===== config.mk =====
export PLATFORM = sky130hd
export DESIGN_NAME = multicycle_ctrl
export DESIGN_NICKNAME = d
export VERILOG_FILES = /design/src/rtl/multicycle_ctrl.sv
export SDC_FILE = /design/constraint.sdc
export NUM_CORES = 1
export LEC_CHECK = 0
export CAP_MARGIN = 5
export CORE_MARGIN = 8
export CORE_UTILIZATION = 39
export DETAILED_ROUTE_END_ITERATION = 6
export GPL_ROUTABILITY_DRIVEN = 0
export PLACE_DENSITY_LB_ADDON = 0.3
export SYNTH_ARGS = -nofsm -noshare
export SYNTH_HDL_FRONTEND = slang
export SYNTH_SLANG_ARGS = --single-unit

===== constraint.sdc =====
create_clock -name clk -period 2.8 [get_ports clk]
set_input_delay 0.42 -clock clk [delete_from_list [all_inputs] [get_ports clk]]
set_output_delay 0.42 -clock clk [all_outputs]
set_load 0.02 [all_outputs]

===== src/rtl/multicycle_ctrl.sv =====
`default_nettype none
// ============================================================================
// Module   : multicycle_ctrl
// Purpose  : Multicycle control FSM for a shared datapath. One memory port
//            carries both instructions and data. The FSM decodes the opcode
//            and funct held in the IR and drives every datapath enable and mux
//            select, one step per state. It runs a req/ready handshake with a
//            wait-state timeout and counts retired instructions.
// Ports    : clk, rst_n                 clock, async active-low reset
//            opcode, funct              IR[31:26], IR[5:0]
//            zero                       ALU zero flag (current cycle)
//            mem_ready                  memory completes the access this cycle
//            mem_req, mem_we, iord      memory port control
//            ir_we, mdr_we, pc_we       register load enables
//            pc_src, reg_we, reg_dst,   datapath steering
//            mem_to_reg, alu_src_a,
//            alu_src_b, alu_ctl
//            state_o                    current state (debug)
//            instr_cnt                  retired-instruction count
//            illegal                    1-cycle pulse on unknown opcode/funct
//            bus_err                    sticky memory-timeout flag
// Revision : 1.0 - initial release
// ============================================================================
module multicycle_ctrl #(
  parameter int TIMEOUT = 16,
  parameter int CNT_W   = 32
) (
  input  logic             clk,
  input  logic             rst_n,
  input  logic [5:0]       opcode,
  input  logic [5:0]       funct,
  input  logic             zero,
  input  logic             mem_ready,
  output logic             mem_req,
  output logic             mem_we,
  output logic             iord,
  output logic             ir_we,
  output logic             mdr_we,
  output logic             pc_we,
  output logic [1:0]       pc_src,
  output logic             reg_we,
  output logic             reg_dst,
  output logic             mem_to_reg,
  output logic             alu_src_a,
  output logic [1:0]       alu_src_b,
  output logic [3:0]       alu_ctl,
  output logic [3:0]       state_o,
  output logic [CNT_W-1:0] instr_cnt,
  output logic             illegal,
  output logic             bus_err
);

  // State encodings
  localparam logic [3:0] c_ST_FETCH    = 4'd0;
  localparam logic [3:0] c_ST_DECODE   = 4'd1;
  localparam logic [3:0] c_ST_EXEC_R   = 4'd2;
  localparam logic [3:0] c_ST_WB_R     = 4'd3;
  localparam logic [3:0] c_ST_EXEC_I   = 4'd4;
  localparam logic [3:0] c_ST_WB_I     = 4'd5;
  localparam logic [3:0] c_ST_MEM_ADDR = 4'd6;
  localparam logic [3:0] c_ST_MEM_RD   = 4'd7;
  localparam logic [3:0] c_ST_WB_MEM   = 4'd8;
  localparam logic [3:0] c_ST_MEM_WR   = 4'd9;
  localparam logic [3:0] c_ST_BRANCH   = 4'd10;
  localparam logic [3:0] c_ST_JUMP     = 4'd11;
  localparam logic [3:0] c_ST_HALT     = 4'd15;

  // Opcodes
  localparam logic [5:0] c_OP_RTYPE = 6'b000000;
  localparam logic [5:0] c_OP_ADDI  = 6'b001000;
  localparam logic [5:0] c_OP_ANDI  = 6'b001100;
  localparam logic [5:0] c_OP_ORI   = 6'b001101;
  localparam logic [5:0] c_OP_SLTI  = 6'b001010;
  localparam logic [5:0] c_OP_LW    = 6'b100011;
  localparam logic [5:0] c_OP_SW    = 6'b101011;
  localparam logic [5:0] c_OP_BEQ   = 6'b000100;
  localparam logic [5:0] c_OP_J     = 6'b000010;

  // R-type funct codes
  localparam logic [5:0] c_FN_ADD = 6'b100000;
  localparam logic [5:0] c_FN_SUB = 6'b100010;
  localparam logic [5:0] c_FN_AND = 6'b100100;
  localparam logic [5:0] c_FN_OR  = 6'b100101;
  localparam logic [5:0] c_FN_SLT = 6'b101010;
  localparam logic [5:0] c_FN_NOR = 6'b100111;

  // ALU operations
  localparam logic [3:0] c_ALU_AND = 4'b0000;
  localparam logic [3:0] c_ALU_OR  = 4'b0001;
  localparam logic [3:0] c_ALU_ADD = 4'b0010;
  localparam logic [3:0] c_ALU_SUB = 4'b0110;
  localparam logic [3:0] c_ALU_SLT = 4'b0111;
  localparam logic [3:0] c_ALU_NOR = 4'b1100;

  // The wait counter never exceeds TIMEOUT-1: the cycle that would take it
  // to TIMEOUT is the one that raises the error and leaves the state.
  localparam logic [7:0]       c_WAIT_LAST = 8'(TIMEOUT - 1);
  localparam logic [CNT_W-1:0] c_CNT_ONE   = {{(CNT_W-1){1'b0}}, 1'b1};

  logic [3:0]       state_q, state_d;
  logic [7:0]       wait_q, wait_d;
  logic [CNT_W-1:0] cnt_q, cnt_d;
  logic             bus_err_q, bus_err_d;

  logic             w_funct_ok;
  logic [3:0]       w_alu_r;
  logic [3:0]       w_alu_i;
  logic             w_op_ok;
  logic             w_waiting;
  logic             w_timeout;
  logic             w_retire;

  // --------------------------------------------------------------------------
  // Instruction field decode
  // --------------------------------------------------------------------------
  always_comb begin
    w_funct_ok = 1'b1;
    w_alu_r    = c_ALU_AND;
    case (funct)
      c_FN_ADD: w_alu_r = c_ALU_ADD;
      c_FN_SUB: w_alu_r = c_ALU_SUB;
      c_FN_AND: w_alu_r = c_ALU_AND;
      c_FN_OR:  w_alu_r = c_ALU_OR;
      c_FN_SLT: w_alu_r = c_ALU_SLT;
      c_FN_NOR: w_alu_r = c_ALU_NOR;
      default:  w_funct_ok = 1'b0;
    endcase
  end

  always_comb begin
    w_alu_i = c_ALU_ADD;
    case (opcode)
      c_OP_ANDI: w_alu_i = c_ALU_AND;
      c_OP_ORI:  w_alu_i = c_ALU_OR;
      c_OP_SLTI: w_alu_i = c_ALU_SLT;
      default:   w_alu_i = c_ALU_ADD;
    endcase
  end

  assign w_op_ok = (opcode inside {c_OP_RTYPE, c_OP_ADDI, c_OP_ANDI, c_OP_ORI,
                                   c_OP_SLTI, c_OP_LW, c_OP_SW, c_OP_BEQ, c_OP_J});

  // mem_req depends on the state only, so using it here forms no loop.
  assign w_waiting = mem_req & ~mem_ready;
  assign w_timeout = w_waiting & (wait_q == c_WAIT_LAST);

  // --------------------------------------------------------------------------
  // State register
  // --------------------------------------------------------------------------
  always_ff @(posedge clk or negedge rst_n) begin
    if (!rst_n) begin
      state_q   <= c_ST_FETCH;
      wait_q    <= 8'd0;
      cnt_q     <= '0;
      bus_err_q <= 1'b0;
    end else begin
      state_q   <= state_d;
      wait_q    <= wait_d;
      cnt_q     <= cnt_d;
      bus_err_q <= bus_err_d;
    end
  end

  // --------------------------------------------------------------------------
  // Next-state logic
  // --------------------------------------------------------------------------
  always_comb begin
    state_d = state_q;
    case (state_q)
      c_ST_FETCH: begin
        if (mem_ready)      state_d = c_ST_DECODE;
        else if (w_timeout) state_d = c_ST_HALT;
      end
      c_ST_DECODE: begin
        case (opcode)
          c_OP_RTYPE:                               state_d = c_ST_EXEC_R;
          c_OP_ADDI, c_OP_ANDI, c_OP_ORI, c_OP_SLTI: state_d = c_ST_EXEC_I;
          c_OP_LW, c_OP_SW:                         state_d = c_ST_MEM_ADDR;
          c_OP_BEQ:                                 state_d = c_ST_BRANCH;
          c_OP_J:                                   state_d = c_ST_JUMP;
          default:                                  state_d = c_ST_FETCH;
        endcase
      end
      c_ST_EXEC_R:   state_d = w_funct_ok ? c_ST_WB_R : c_ST_FETCH;
      c_ST_WB_R:     state_d = c_ST_FETCH;
      c_ST_EXEC_I:   state_d = c_ST_WB_I;
      c_ST_WB_I:     state_d = c_ST_FETCH;
      c_ST_MEM_ADDR: state_d = (opcode == c_OP_LW) ? c_ST_MEM_RD : c_ST_MEM_WR;
      c_ST_MEM_RD: begin
        if (mem_ready)      state_d = c_ST_WB_MEM;
        else if (w_timeout) state_d = c_ST_HALT;
      end
      c_ST_WB_MEM:   state_d = c_ST_FETCH;
      c_ST_MEM_WR: begin
        if (mem_ready)      state_d = c_ST_FETCH;
        else if (w_timeout) state_d = c_ST_HALT;
      end
      c_ST_BRANCH:   state_d = c_ST_FETCH;
      c_ST_JUMP:     state_d = c_ST_FETCH;
      c_ST_HALT:     state_d = c_ST_HALT;
      default:       state_d = c_ST_FETCH;
    endcase
  end

  // Only completed instructions retire; illegal exits to FETCH come from
  // DECODE or EXEC_R, which are not in this list.
  assign w_retire = (state_d == c_ST_FETCH) &&
                    (state_q inside {c_ST_WB_R, c_ST_WB_I, c_ST_WB_MEM,
                                     c_ST_MEM_WR, c_ST_BRANCH, c_ST_JUMP});

  always_comb begin
    // Any state change clears the counter, so each memory state starts fresh.
    if (state_d != state_q) wait_d = 8'd0;
    else if (w_waiting)     wait_d = wait_q + 8'd1;
    else                    wait_d = wait_q;
    cnt_d     = w_retire ? (cnt_q + c_CNT_ONE) : cnt_q;
    bus_err_d = bus_err_q | w_timeout;
  end

  // --------------------------------------------------------------------------
  // Output decode (from state; handshake enables qualified by mem_ready)
  // --------------------------------------------------------------------------
  always_comb begin
    mem_req    = 1'b0;
    mem_we     = 1'b0;
    iord       = 1'b0;
    ir_we      = 1'b0;
    mdr_we     = 1'b0;
    pc_we      = 1'b0;
    pc_src     = 2'd0;
    reg_we     = 1'b0;
    reg_dst    = 1'b0;
    mem_to_reg = 1'b0;
    alu_src_a  = 1'b0;
    alu_src_b  = 2'd0;
    alu_ctl    = c_ALU_AND;
    illegal    = 1'b0;
    case (state_q)
      c_ST_FETCH: begin
        mem_req   = 1'b1;
        alu_src_b = 2'd1;
        alu_ctl   = c_ALU_ADD;
        ir_we     = mem_ready;
        pc_we     = mem_ready;
      end
      c_ST_DECODE: begin
        alu_src_b = 2'd3;
        alu_ctl   = c_ALU_ADD;
        illegal   = ~w_op_ok;
      end
      c_ST_EXEC_R: begin
        alu_src_a = 1'b1;
        alu_ctl   = w_alu_r;
        illegal   = ~w_funct_ok;
      end
      c_ST_WB_R: begin
        reg_we  = 1'b1;
        reg_dst = 1'b1;
      end
      c_ST_EXEC_I: begin
        alu_src_a = 1'b1;
        alu_src_b = 2'd2;
        alu_ctl   = w_alu_i;
      end
      c_ST_WB_I: reg_we = 1'b1;
      c_ST_MEM_ADDR: begin
        alu_src_a = 1'b1;
        alu_src_b = 2'd2;
        alu_ctl   = c_ALU_ADD;
      end
      c_ST_MEM_RD: begin
        mem_req = 1'b1;
        iord    = 1'b1;
        mdr_we  = mem_ready;
      end
      c_ST_WB_MEM: begin
        reg_we     = 1'b1;
        mem_to_reg = 1'b1;
      end
      c_ST_MEM_WR: begin
        mem_req = 1'b1;
        iord    = 1'b1;
        mem_we  = 1'b1;
      end
      c_ST_BRANCH: begin
        alu_src_a = 1'b1;
        alu_ctl   = c_ALU_SUB;
        pc_src    = 2'd1;
        pc_we     = zero;
      end
      c_ST_JUMP: begin
        pc_we  = 1'b1;
        pc_src = 2'd2;
      end
      default: ;
    endcase
  end

  assign state_o   = state_q;
  assign instr_cnt = cnt_q;
  assign bus_err   = bus_err_q;

endmodule
`default_nettype wire


==> out/metrics.csv <==
stage;metric;value;unit
cells_and_area;Nets;445;
run_status;status;complete, no violations;
place;Setup WS pre-CTS;-90.82;ps
synth;Post-synth EDFFs;0;
synth;async set-reset flop share out of synthesis;100.0;%
power;P_int;1.467;mW
clocking;clock root cell;clkbuf_8;
power;Worst VDD drop;0.0002634;V
timing;Tmin final;2654;ps
min_path;Min-Delay Path Class;primary input to async pin;
synth;post-synthesis sequential area ratio;38.94;%
synth;Mapped Avg Cell Area;8.924;um2
global_routing;GRT Total Usage;14.97;%
power;LEAKAGE;1.820;nW
route;DR vias;2743;
route;WL final;7809;um
setup_path;Setup crit start kind;flip-flop;
route;Final ANT Viol Nets;0;
floorplan;Die X;102.1;um
power;Clk pwr share;16.9;%
setup_path;CP arrival;2230;ps
synth;Post-synth top flop;dfrtp_1;
timing;slew at the pin closest to its max-slew limit;1021;ps
timing;max-slew violation total from the final report;0;
synth;largest area contributor in the netlist;dfrtp_1;
clocking;TritonCTS clock tree;done;
global_routing;largest net degree at the start of global routing;46;
synth;Mapped Nets;342;
floorplan;std cell rows;31;
global_routing;number of global-route vias before repair;2651;
synth;synth top area cells;dfrtp_1, xnor2_1, xor2_1;
setup_path;required time worst endpoint;2380;ps
cells_and_area;ant diodes;0;
synth;Gate Count Post-Synth;324;
floorplan;Initial Util;40.08;%
setup_path;type of the worst setup path;flip-flop to output port;
cells_and_area;multi-input logic area;1693;um2
run;Max-Cap Viols;0;
clocking;CTS buffer count;5;
place;DP HPWL;5980;um
synth;Syn. warnings;0;
global_routing;GRT overflow;0;
timing;Layout Skew;10.60;ps
synth;post-synthesis mux area share;1.082;%
route;detail-routed net length per standard cell;14.82;um
synth;Synth Area in XOR/XNOR;12.07;%
power;Seq pwr share;32.1;%
timing;Slew HR;31.94;%
route;DRC;0;
clocking;# hold bufs at CTS;0;
synth;Synth Area in Compound Gates;9.952;%
clocking;CTS H-tree depth;2;
cells_and_area;Synth-to-Final Area Change;40.76;%
global_routing;antenna violations before repair;0;
floorplan;# IOs;72;
global_routing;first-pass GRT wire length;12700;um
synth;adder-cell share of the synthesized area;0.8654;%
synth;top cell type's share of synthesized area;38.94;%
cells_and_area;# fillers;664;
power;Logic pwr share;51.0;%
timing;RSZ-0062 raised after global routing;false;
timing;Final Hold Fails;0;
setup_path;crit path capture type;output port;
route;via/cell ratio;5.205;
synth;Netlist cell types;65;
timing;Final WS setup;146.3;ps
timing;Tcrit/Tclk final;94.78;%
clocking;Clk Latency, worst-skew pair;300;ps
floorplan;Core ar.;7214;um2
cells_and_area;Post-Route Utilization;56.42;%
route;DR iter-0 viols;122;
route;number of detailed-route iterations in the first pass;4;
clocking;postcts setup bufs;0;
setup_path;crit path max fanout;14;
synth;Cell Area, Synth;2892;um2
timing;final setup fails;0;
clocking;clk sink count;45;
setup_path;R2R setup slack;280;ps
synth;largest family of logic cells by synthesized area;simple AND/OR/NAND/NOR gates;
cells_and_area;Storage cell area;1126;um2
power;power per cell area;608.9;nW/um2
clocking;clk slew on worst S/H paths;90;ps
place;port bufs;71;
clocking;clk buf depth;2;
cells_and_area;layout cells sized above 1;15.42;%
synth;simple-gate portion of the synthesized area;33.28;%
power;Switch Pwr;1.011;mW
floorplan;total die area;10430;um2
floorplan;die height;102.1;um
synth;flops & latches, synth;45;
power;Sw Share;40.81;%
timing;FMAX;376.8;MHz
layout by cell type (no fill, tap or decap), types with 4 or more instances in the layout:
cell	netlist	layout
xnor2_1	22	22
nand2b_1	8	8
nand4_1	7	7
clkbuf_8	0	5
a21oi_1	10	10
o21ai_0	6	6
nor2_1	30	30
nor3_2	2	4
dfrtp_1	45	45
nor3_1	16	14
inv_1	12	12
nand2_1	35	35
or3_1	5	5
buf_4	2	37
nor2b_1	6	6
clkdlybuf4s50_1	0	65
a211oi_1	4	4
nor4_1	11	10
xor2_1	16	16
and3_1	9	9
nand3_1	15	15
critical path, cell delays in order (launching register included):
cell	delay [ps]
dfrtp_1	580
buf_4	260
nor2_1	80
buf_4	160
a211oi_1	210
clkdlybuf4s50_1	640
metal layers:
layer	up-vias	wire (um)	global-route usage (%)
met5	-	0	0
met4	0	90	5.079
met3	6	431	3.406
met2	59	3626	24.49
met1	1315	3661	18.92
li1	1363	-	-
through the flow:
stage	setup TNS [ps]	total power [mW]	hold slack [ps]	instances	area [um2]
4_1_cts	0	2.472	315.9	527	4039
3_5_place_dp	-209.9	2.052	453.7	519	3934
2_1_floorplan	0	1.493	124.4	324	2892
6_report	0	2.478	285.8	527	4070
5_1_grt	0	2.629	365.9	527	4070
3_3_place_gp	-1.714	2.038	457.7	519	3934
power groups by stage:
stage,Combinational [mW],Sequential [mW],Clock [mW]
after floorplan,0.665,0.828,0
after global placement,1.24,0.799,0
after detailed placement,1.25,0.802,0
after CTS,1.25,0.791,0.429
after global routing,1.37,0.804,0.455
final,1.27,0.795,0.419
cells in the mapped netlist (all sizes together) (2+ instances only):
master	count
a211oi	4
a21oi	10
a221o	2
a31oi	2
and2	3
and3	9
and4	3
buf	6
clkbuf	6
dfrtp	45
ha	2
inv	12
mux2i	2
nand2	35
nand2b	8
nand3	15
nand3b	2
nand4	8
nor2	30
nor2b	6
nor3	18
nor3b	2
nor4	12
nor4b	4
o21ai	7
or2	3
or3	5
or4	2
or4b	2
xnor2	23
xor2	16
final cells by class:
class / count / area share (%)
multi-input combinational: 255 / 41.59
clock buffer: 5 / 1.691
tap: 99 / 3.043
clock inverter: 3 / 0.6148
inverter: 12 / 1.107
timing repair buffer: 108 / 24.29
sequential: 45 / 27.67
what timing repair did:
item / in CTS / in global routing
gates resized for setup: 4 / 7
hold endpoints to repair: 0 / 0
setup endpoints to repair: 5 / 6
worst paths after layout:
| kind | depth (start not counted) | start | to |
|---|---|---|---|
| max | 5 | state_o[1] | alu_src_a |
| min | 1 | rst_n | state_o[1] |
| max reg2reg | 7 | state_o[1] | instr_cnt[31] |
| min reg2reg | 1 | instr_cnt[10] | instr_cnt[10] |
| max in group asynchronous | 1 | rst_n | wait_q[3] |
| min in group clk | 1 | instr_cnt[10] | instr_cnt[10] |
cells by family after synthesis:
group | count (synthesis)
muxes | 3
and+or+nand+nor | 170
xor gates and xnor gates | 39
buffers and inverters | 24
adders and majority gates | 2
AOI/OAI and AO/OA | 41
DFF | 45
state kept, by name, summed over array words and instances (netlist names):
signal,cells
wait_q,8
bus_err,1
instr_cnt,32
state_o,4
Note: power is estimated with default switching activity, not from simulation.
==> edit (same flow settings) <==
Put one more register stage on the output `instr_cnt`, with the module's reset. The value now appears one clock later. The other outputs are not delayed to match.
--- a/src/rtl/multicycle_ctrl.sv
+++ b/src/rtl/multicycle_ctrl.sv
@@ -298,5 +298,11 @@
 
   assign state_o   = state_q;
-  assign instr_cnt = cnt_q;
+  always_ff @(posedge clk or negedge rst_n) begin
+    if (!rst_n) begin
+      instr_cnt <= '0;
+    end else begin
+      instr_cnt <= cnt_q;
+    end
+  end
   assign bus_err   = bus_err_q;
 
Function: changed (Yosys sat finds a counterexample within 4 cycles, from zero or initial values and one cycle with rst_n low).
==> edit against the unedited design <==
- synthesized area grew 29%
- global-route usage shrank 1.5 points
- sequential cell count grew 32
- total power grew 37%
- cell count grew 10%
- setup slack gained 0.0035 ns
- design area grew 22%
- critical endpoint is now alu_ctl[2]
- wire length grew 6.9%
==> edit: results (changes against the unedited design) <==
stage,metric,value,unit,change
route,drtIter0Drc,124,,+1.6%
grt,first_global_vias,2906,,+9.6%
timing,fin_skew,0.005650,ns,-0.004945 ns
cells_and_area,bufAreaShareNonClock,19.32,%,-5.0 points
grt,met2_usage,20.87,%,-3.6 points
pwr,seq-power,1.29,mW,+62%
synth,yosys.area_share.xor_xnor,9.155,%,-2.9 points
pwr,peakVddDrop,0.0004974,V,+89%
grt,grt_max_degree,78,,+70%
synth,synth_area,3731,um2,+29%
cells_and_area,nets,465,,+4.5%
synth,syn_nets,362,,+5.8%
synth,synthAdderAreaFrac,0.6707,%,-0.19 points
critical_path,cp_max_fo,3,,-11
synth,ys_ff_latch,77,,+71%
route,vias_per_cell,5.105,,-1.9%
route,wl_met3,552,um,+28%
cts,h-tree-depth,3,,+1
route,wl_met2,3873,um,+6.8%
grt,track_usage,13.46,%,-1.5 points
synth,synth_common_cells,"dfrtp_1 (77), nand2_1 (32), nor2_1 (28)",,
cells_and_area,fillers,845,,+27%
cells_and_area,multi_input_cells,243,,-4.7%
synth,synth_area_per_cell,10.85,um2,+22%
cells_and_area,clk_share,3.551,%,+1.2 points
grt,grt_use_met1,17.02,%,-1.9 points
synth,ys_types,64,,-1.5%
cts,clkLatencyLatePin,0.33,ns,+0.03 ns
pwr,leakage,2.212,nW,+22%
cells_and_area,n_all_inverters,11,,-1
cts,numCtsBuffers,9,,+4
placement,dp_cells,565,,+8.9%
pwr,clk-power,0.724,mW,+73%
synth,ys_seq_area_share,51.64,%,+13 points
status,status,"finished, final reports clean",,
synth,synth.area.top_cells,"dfrtp_1 (52%), xnor2_1 (4.7%), xor2_1 (4.5%)",,
==> edit: cell types whose count changed in the layout (fill, tap and decap cells not counted), moves of 4 or more <==
| cell | before | now |
|---|---|---|
| a21oi_1 | 10 | 5 |
| clkbuf_8 | 5 | 10 |
| dfrtp_1 | 45 | 75 |
| nand2b_1 | 8 | 3 |
| nand3_1 | 15 | 11 |
| nand4_1 | 7 | 14 |
| nor3_2 | 4 | 9 |
| or3_1 | 5 | 0 |
==> edit: what timing repair did <==
item / in CTS / in global routing
hold buffers: 0 / 0
endpoints found under the setup margin: 6 / 6
gates resized for setup: 8 / 12
==> edit: cells by family after synthesis <==
| logic type | count (synthesis) |
|---|---|
| and+or+nand+nor | 157 |
| DFF | 77 |
| AOI/OAI and AO/OA | 40 |
| xor gates and xnor gates | 39 |
| buffers and inverters | 24 |
| muxes | 5 |
| adders and majority gates | 2 |
==> edit: worst paths after layout <==
check                      depth (start not counted)  startpoint            end  slack (ns)
setup / recovery                                   6    funct[5]     alu_ctl[2]        0.15
hold / removal                                     1       rst_n  instr_cnt[10]        0.21
setup reg to reg                                   7  state_o[1]       cnt_q[3]        0.36
hold reg to reg                                    0   cnt_q[31]  instr_cnt[31]        0.41
max in group asynchronous                          1       rst_n     state_o[1]        1.93
min in group clk                                   0   cnt_q[31]  instr_cnt[31]        0.41
==> edit: through the flow <==
step / utilization, % / hold WS [ns]
floorplan: - / 0.1244
global placement: 51.66 / 0.3843
detailed placement: 51.66 / 0.3927
CTS: 53.50 / 0.2533
global route: 53.52 / 0.2930
finish: 53.52 / 0.2131
==> edit: critical path, stage by stage <==
cell	delay, ns
clkdlybuf4s50_1	0.47
or4b_4	0.47
nor2_1	0.22
nand2_1	0.11
o221ai_1	0.18
dlygate4sd2_1	0.36
